File: src/rtl/ram_arbiter.sv
// ram_arbiter: shares one single-port RAM between an instruction-fetch
// requester (port A, read-only) and a load/store requester (port B, read/write).
// One request is latched at a time, the RAM strobes are held for RAM_WAIT
// cycles, and a one-cycle ack (with err for out-of-range addresses) is returned.
// Optional: define ROUND_ROBIN_EN for alternating grants; otherwise B > A.
module ram_arbiter #(
    parameter int unsigned ADLINES   = 8,
    parameter int unsigned DATALINES = 16,
    parameter int unsigned RAM_SIZE  = 256,
    parameter int unsigned RAM_WAIT  = 2
) (
    input  logic                 clk,
    input  logic                 rst_n,
    input  logic                 a_req,
    input  logic [ADLINES-1:0]   a_addr,
    output logic                 a_ack,
    output logic                 a_err,
    output logic [DATALINES-1:0] a_rdata,
    input  logic                 b_req,
    input  logic                 b_we,
    input  logic [ADLINES-1:0]   b_addr,
    input  logic [DATALINES-1:0] b_wdata,
    output logic                 b_ack,
    output logic                 b_err,
    output logic [DATALINES-1:0] b_rdata,
    output logic [ADLINES-1:0]   ram_address,
    output logic [DATALINES-1:0] ram_datain,
    input  logic [DATALINES-1:0] ram_dataout,
    output logic                 ram_read,
    output logic                 ram_write
);

    typedef enum logic [1:0] {
        IDLE,
        ACCESS,
        RESP
    } state_t;

    localparam logic [3:0] WAIT_LAST = 4'(RAM_WAIT - 1);

    state_t               state;
    logic [3:0]           wait_cnt;
    logic                 cmd_sel;   // 1 = port B owns the current access
    logic                 cmd_we;

    logic                 grant_b;
    logic [ADLINES-1:0]   win_addr;
    logic                 win_we;
    logic [DATALINES-1:0] win_wdata;
    logic                 win_oor;

`ifdef ROUND_ROBIN_EN
    logic                 ptr;       // preferred port on a tie: 0 = A, 1 = B
`endif

    // Pick the winning requester and decode its command.
    always_comb begin
`ifdef ROUND_ROBIN_EN
        grant_b = b_req && (!a_req || ptr);
`else
        grant_b = b_req;
`endif
        win_addr  = grant_b ? b_addr : a_addr;
        win_we    = grant_b && b_we;
        win_wdata = win_we ? b_wdata : '0;
        win_oor   = {{(32-ADLINES){1'b0}}, win_addr} >= RAM_SIZE;
    end

    // Access sequencer with registered RAM strobes, acks and read data.
    always_ff @(posedge clk or negedge rst_n) begin
        if (!rst_n) begin
            state       <= IDLE;
            wait_cnt    <= '0;
            cmd_sel     <= 1'b0;
            cmd_we      <= 1'b0;
            a_ack       <= 1'b0;
            a_err       <= 1'b0;
            a_rdata     <= '0;
            b_ack       <= 1'b0;
            b_err       <= 1'b0;
            b_rdata     <= '0;
            ram_address <= '0;
            ram_datain  <= '0;
            ram_read    <= 1'b0;
            ram_write   <= 1'b0;
`ifdef ROUND_ROBIN_EN
            ptr         <= 1'b0;
`endif
        end else begin
            a_ack <= 1'b0;
            a_err <= 1'b0;
            b_ack <= 1'b0;
            b_err <= 1'b0;
            unique case (state)
                IDLE: begin
                    if (a_req || b_req) begin
                        cmd_sel <= grant_b;
                        cmd_we  <= win_we;
`ifdef ROUND_ROBIN_EN
                        ptr     <= !grant_b;
`endif
                        if (win_oor) begin
                            // Out-of-range: no strobes, respond next cycle.
                            state <= RESP;
                            if (grant_b) begin
                                b_ack <= 1'b1;
                                b_err <= 1'b1;
                            end else begin
                                a_ack <= 1'b1;
                                a_err <= 1'b1;
                            end
                        end else begin
                            state       <= ACCESS;
                            wait_cnt    <= '0;
                            ram_address <= win_addr;
                            ram_datain  <= win_wdata;
                            ram_read    <= !win_we;
                            ram_write   <= win_we;
                        end
                    end
                end
                ACCESS: begin
                    if (wait_cnt == WAIT_LAST) begin
                        state       <= RESP;
                        wait_cnt    <= '0;
                        ram_read    <= 1'b0;
                        ram_write   <= 1'b0;
                        ram_address <= '0;
                        ram_datain  <= '0;
                        if (cmd_sel) begin
                            b_ack <= 1'b1;
                            if (!cmd_we) b_rdata <= ram_dataout;
                        end else begin
                            a_ack <= 1'b1;
                            if (!cmd_we) a_rdata <= ram_dataout;
                        end
                    end else begin
                        wait_cnt <= wait_cnt + 4'd1;
                    end
                end
                RESP: begin
                    state <= IDLE;
                end
                default: begin
                    state <= IDLE;
                end
            endcase
        end
    end

endmodule

File: config.mk
export PLATFORM = sky130hd
export DESIGN_NAME = ram_arbiter
export DESIGN_NICKNAME = d
export VERILOG_FILES = /design/src/rtl/ram_arbiter.sv
export SDC_FILE = /design/constraint.sdc
export NUM_CORES = 1
export LEC_CHECK = 0
export CORE_ASPECT_RATIO = 1.1
export CORE_UTILIZATION = 46
export CTS_CLUSTER_SIZE = 14
export DETAILED_ROUTE_END_ITERATION = 6
export PLACE_DENSITY_LB_ADDON = 0.05
export SYNTH_ARGS = -nofsm -noshare
export SYNTH_HDL_FRONTEND = slang
export SYNTH_SLANG_ARGS = --single-unit
export TNS_END_PERCENT = 10
File: constraint.sdc
create_clock -name clk -period 4.5 [get_ports clk]
set_input_delay 1.35 -clock clk [delete_from_list [all_inputs] [get_ports clk]]
set_output_delay 1.35 -clock clk [all_outputs]
set_load 0.02 [all_outputs]
==> impl_results.md <==
* Max-cap viol count at 0
* Setup bufs post-CTS at 0
* Most common cell after layout, fill and taps aside: clkdlybuf4s50_1
* Worst skew pair latency at 0.34 ns
* Initial Util at 0.481
* Hold Fails Final Rpt at 0
* Routed len/inst at 15.0 um
* Sequential area share after synthesis at 0.606
* Clock Sinks at 68
* DRC viols at 0
* Max H-tree Level at 3
* CP Class: primary input to flop
* First-pass GRT wire length at 9.63 mm
* Critical Path RT at 4.72 ns
* Detailed Place HPWL at 4.03 mm
* # port buffers at 112
* Worst IR Drop VDD at 393 uV
* DRT Pass-1 Iters at 4
* Crit path arrival time at 3.08 ns
* Leading cell types in the layout, fill and taps excluded: clkdlybuf4s50_1 (111), dfrtp_1 (68), mux2_2 (22)
* Vias at 1,965
* Area of the multi-input gates at 1020 sq um
* Core area at 5840 sq um
* Die Span X at 76.5 um
* Power per cell area at 730 nW/um^2
* YS warnings at 0
* Status: complete, no violations
* Resize count post-CTS at 0
* GP Congestion at 0.761
* CP Launch Type: primary input
* Setup TNS at 0 ns
* # setup viols final at 0
* Clk buf depth at 2
* Worst reg2reg setup slack at 2.43 ns
* Ports at 115
* CTS clock-pin slew for the worst setup and hold paths at 0.07 ns
* Avg Cell Area, Syn at 14.6 sq um
* Skew final at 0.0113 ns
* Max Fclk at 349 MHz
* Period utilization at 0.636
* Share of cells above drive strength 1 at 0.180
* Least-Margin Pin Slew at 1.08 ns
* Max Slew Vio Count at 0
* Seq. cell area at 1700 sq um
* Cell count after synthesis at 192
* RSZ-0062 raised after global routing: false
* Nets@finish at 361
* Netlist cell types at 32
* Capturing element type of the critical path: flop
* Pre-CTS setup slack at 1.26 ns
* Hold depth at 1
* Num rows at 29
* Mapped cell area at 2810 sq um
* Largest net degree at the start of global routing at 53
* R2r worst-path depth at 5
* CTS tree: done
* Final setup margin at 1.64 ns
* Cts bufs inserted at 9
* Hold WS at 0.479 ns
* Antenna Nets Post-Route at 0
* Tmin final at 2.86 ns
* Drt first-iter violations at 98
* Via density at 5.06
* Fillers at 410
* Worst min path class: flop to flop
* DRT Wirelength at 5.82 mm
* CTS root buffer: clkbuf_8
* GR Overflow Total at 0
* Pleak at 1.92 nW
* Vias in the first global route at 1,986
* Synthesis-to-finish area growth at 49.2%
* Die footprint at 6430 sq um
* Slew HR at 0.278
* Number of diodes at 0
* Initial antenna violation count at 0
* Tot GR Track Use at 0.195
* Yosys reg bits at 68
* Die Ht at 84.0 um
* Critical path fanouts, max at 26
* Cts hold-fix bufs at 0
state kept, by name, indices dropped and copies added (netlist names):
name	count
ram_read	1
b_rdata	16
ram_address	8
cmd_we	1
a_ack	1
cmd_sel	1
b_ack	1
state	2
ram_datain	16
wait_cnt	4
a_rdata	16
ram_write	1
worst max-delay path, cell delays in order:
cell and delay [ns]:
clkdlybuf4s50_1 0.45, buf_4 0.22, or3_1 0.19, o211ai_2 0.45
a22o_1 0.40
logic make-up (layout without fill, tap and decap cells):
kind of cell	count (synthesis)	count (layout)	synth area share
flops	68	68	0.606
mux	41	41	0.174
compound gates	38	38	0.108
simple gates	26	26	0.0708
buf+inv	16	134	0.0316
fa+ha+maj	2	2	0.00890
other cells	1	2	0.00133
cells in the mapped netlist:
cell type | count | area share
a21o_1 | 10 | 0.027
a22o_1 | 18 | 0.056
and2_1 | 1 | 0.0022
and2b_1 | 1 | 0.0027
and3_1 | 3 | 0.0067
buf_1 | 1 | 0.0013
buf_2 | 5 | 0.0089
buf_4 | 2 | 0.0053
buf_6 | 2 | 0.0080
clkbuf_1 | 2 | 0.0027
conb_1 | 1 | 0.0013
dfrtp_1 | 68 | 0.61
ha_1 | 2 | 0.0089
inv_1 | 4 | 0.0053
mux2_2 | 22 | 0.088
mux2_4 | 10 | 0.053
mux2i_1 | 9 | 0.032
nand2_1 | 2 | 0.0027
nand2b_1 | 3 | 0.0067
nand3_4 | 1 | 0.0062
nand4b_4 | 1 | 0.0085
nor2_1 | 2 | 0.0027
nor2b_1 | 1 | 0.0022
nor3_2 | 1 | 0.0036
nor3b_4 | 1 | 0.0067
nor4_1 | 8 | 0.018
o211ai_1 | 1 | 0.0027
o211ai_2 | 1 | 0.0045
o21ai_0 | 5 | 0.0089
o2bb2ai_1 | 2 | 0.0062
o311ai_0 | 1 | 0.0031
or3_1 | 1 | 0.0022
stage by stage:
| step | std cells | utilization | instance area [sq um] | total power, mW |
|---|---|---|---|---|
| 2_1_floorplan | 193 | - | 2810 | 1.88 |
| 3_3_place_gp | 372 | 0.679 | 3970 | 2.49 |
| 3_5_place_dp | 372 | 0.679 | 3970 | 2.52 |
| 4_1_cts | 388 | 0.717 | 4190 | 3.09 |
| 5_1_grt | 388 | 0.717 | 4190 | 3.22 |
| 6_report | 388 | 0.717 | 4190 | 3.06 |
area by class of cell:
class                           count  share of cell area
Clock inverter                      6              0.0206
Clock buffer                       10              0.0328
Tap cell                           77              0.0230
Sequential cell                    68               0.406
Inverter                            4             0.00358
Timing Repair Buffer              114               0.270
Multi-Input combinational cell    109               0.244
report_power, final:
| group | internal, mW | switching (mW) |
|---|---|---|
| Sequential | 0.884 | 0.183 |
| Clock | 0.327 | 0.234 |
| Combinational | 0.761 | 0.672 |
path summary, 6_finish.rpt:
| path | start | endpoint |
|---|---|---|
| setup / recovery | b_req | ram_read |
| hold / removal | ram_address[7] | ram_address[7] |
| setup reg to reg | wait_cnt[1] | ram_read |
| hold reg to reg | ram_address[7] | ram_address[7] |
| max in group asynchronous | rst_n | state[1] |
| min in group asynchronous | rst_n | a_rdata[11] |
metal layers:
metal  wire length (um)  track usage
met1               2690        0.253
met3                414       0.0667
met5                  0            0
met2               2600        0.296
met4                117       0.0857
(Power assumes the default switching activity.)
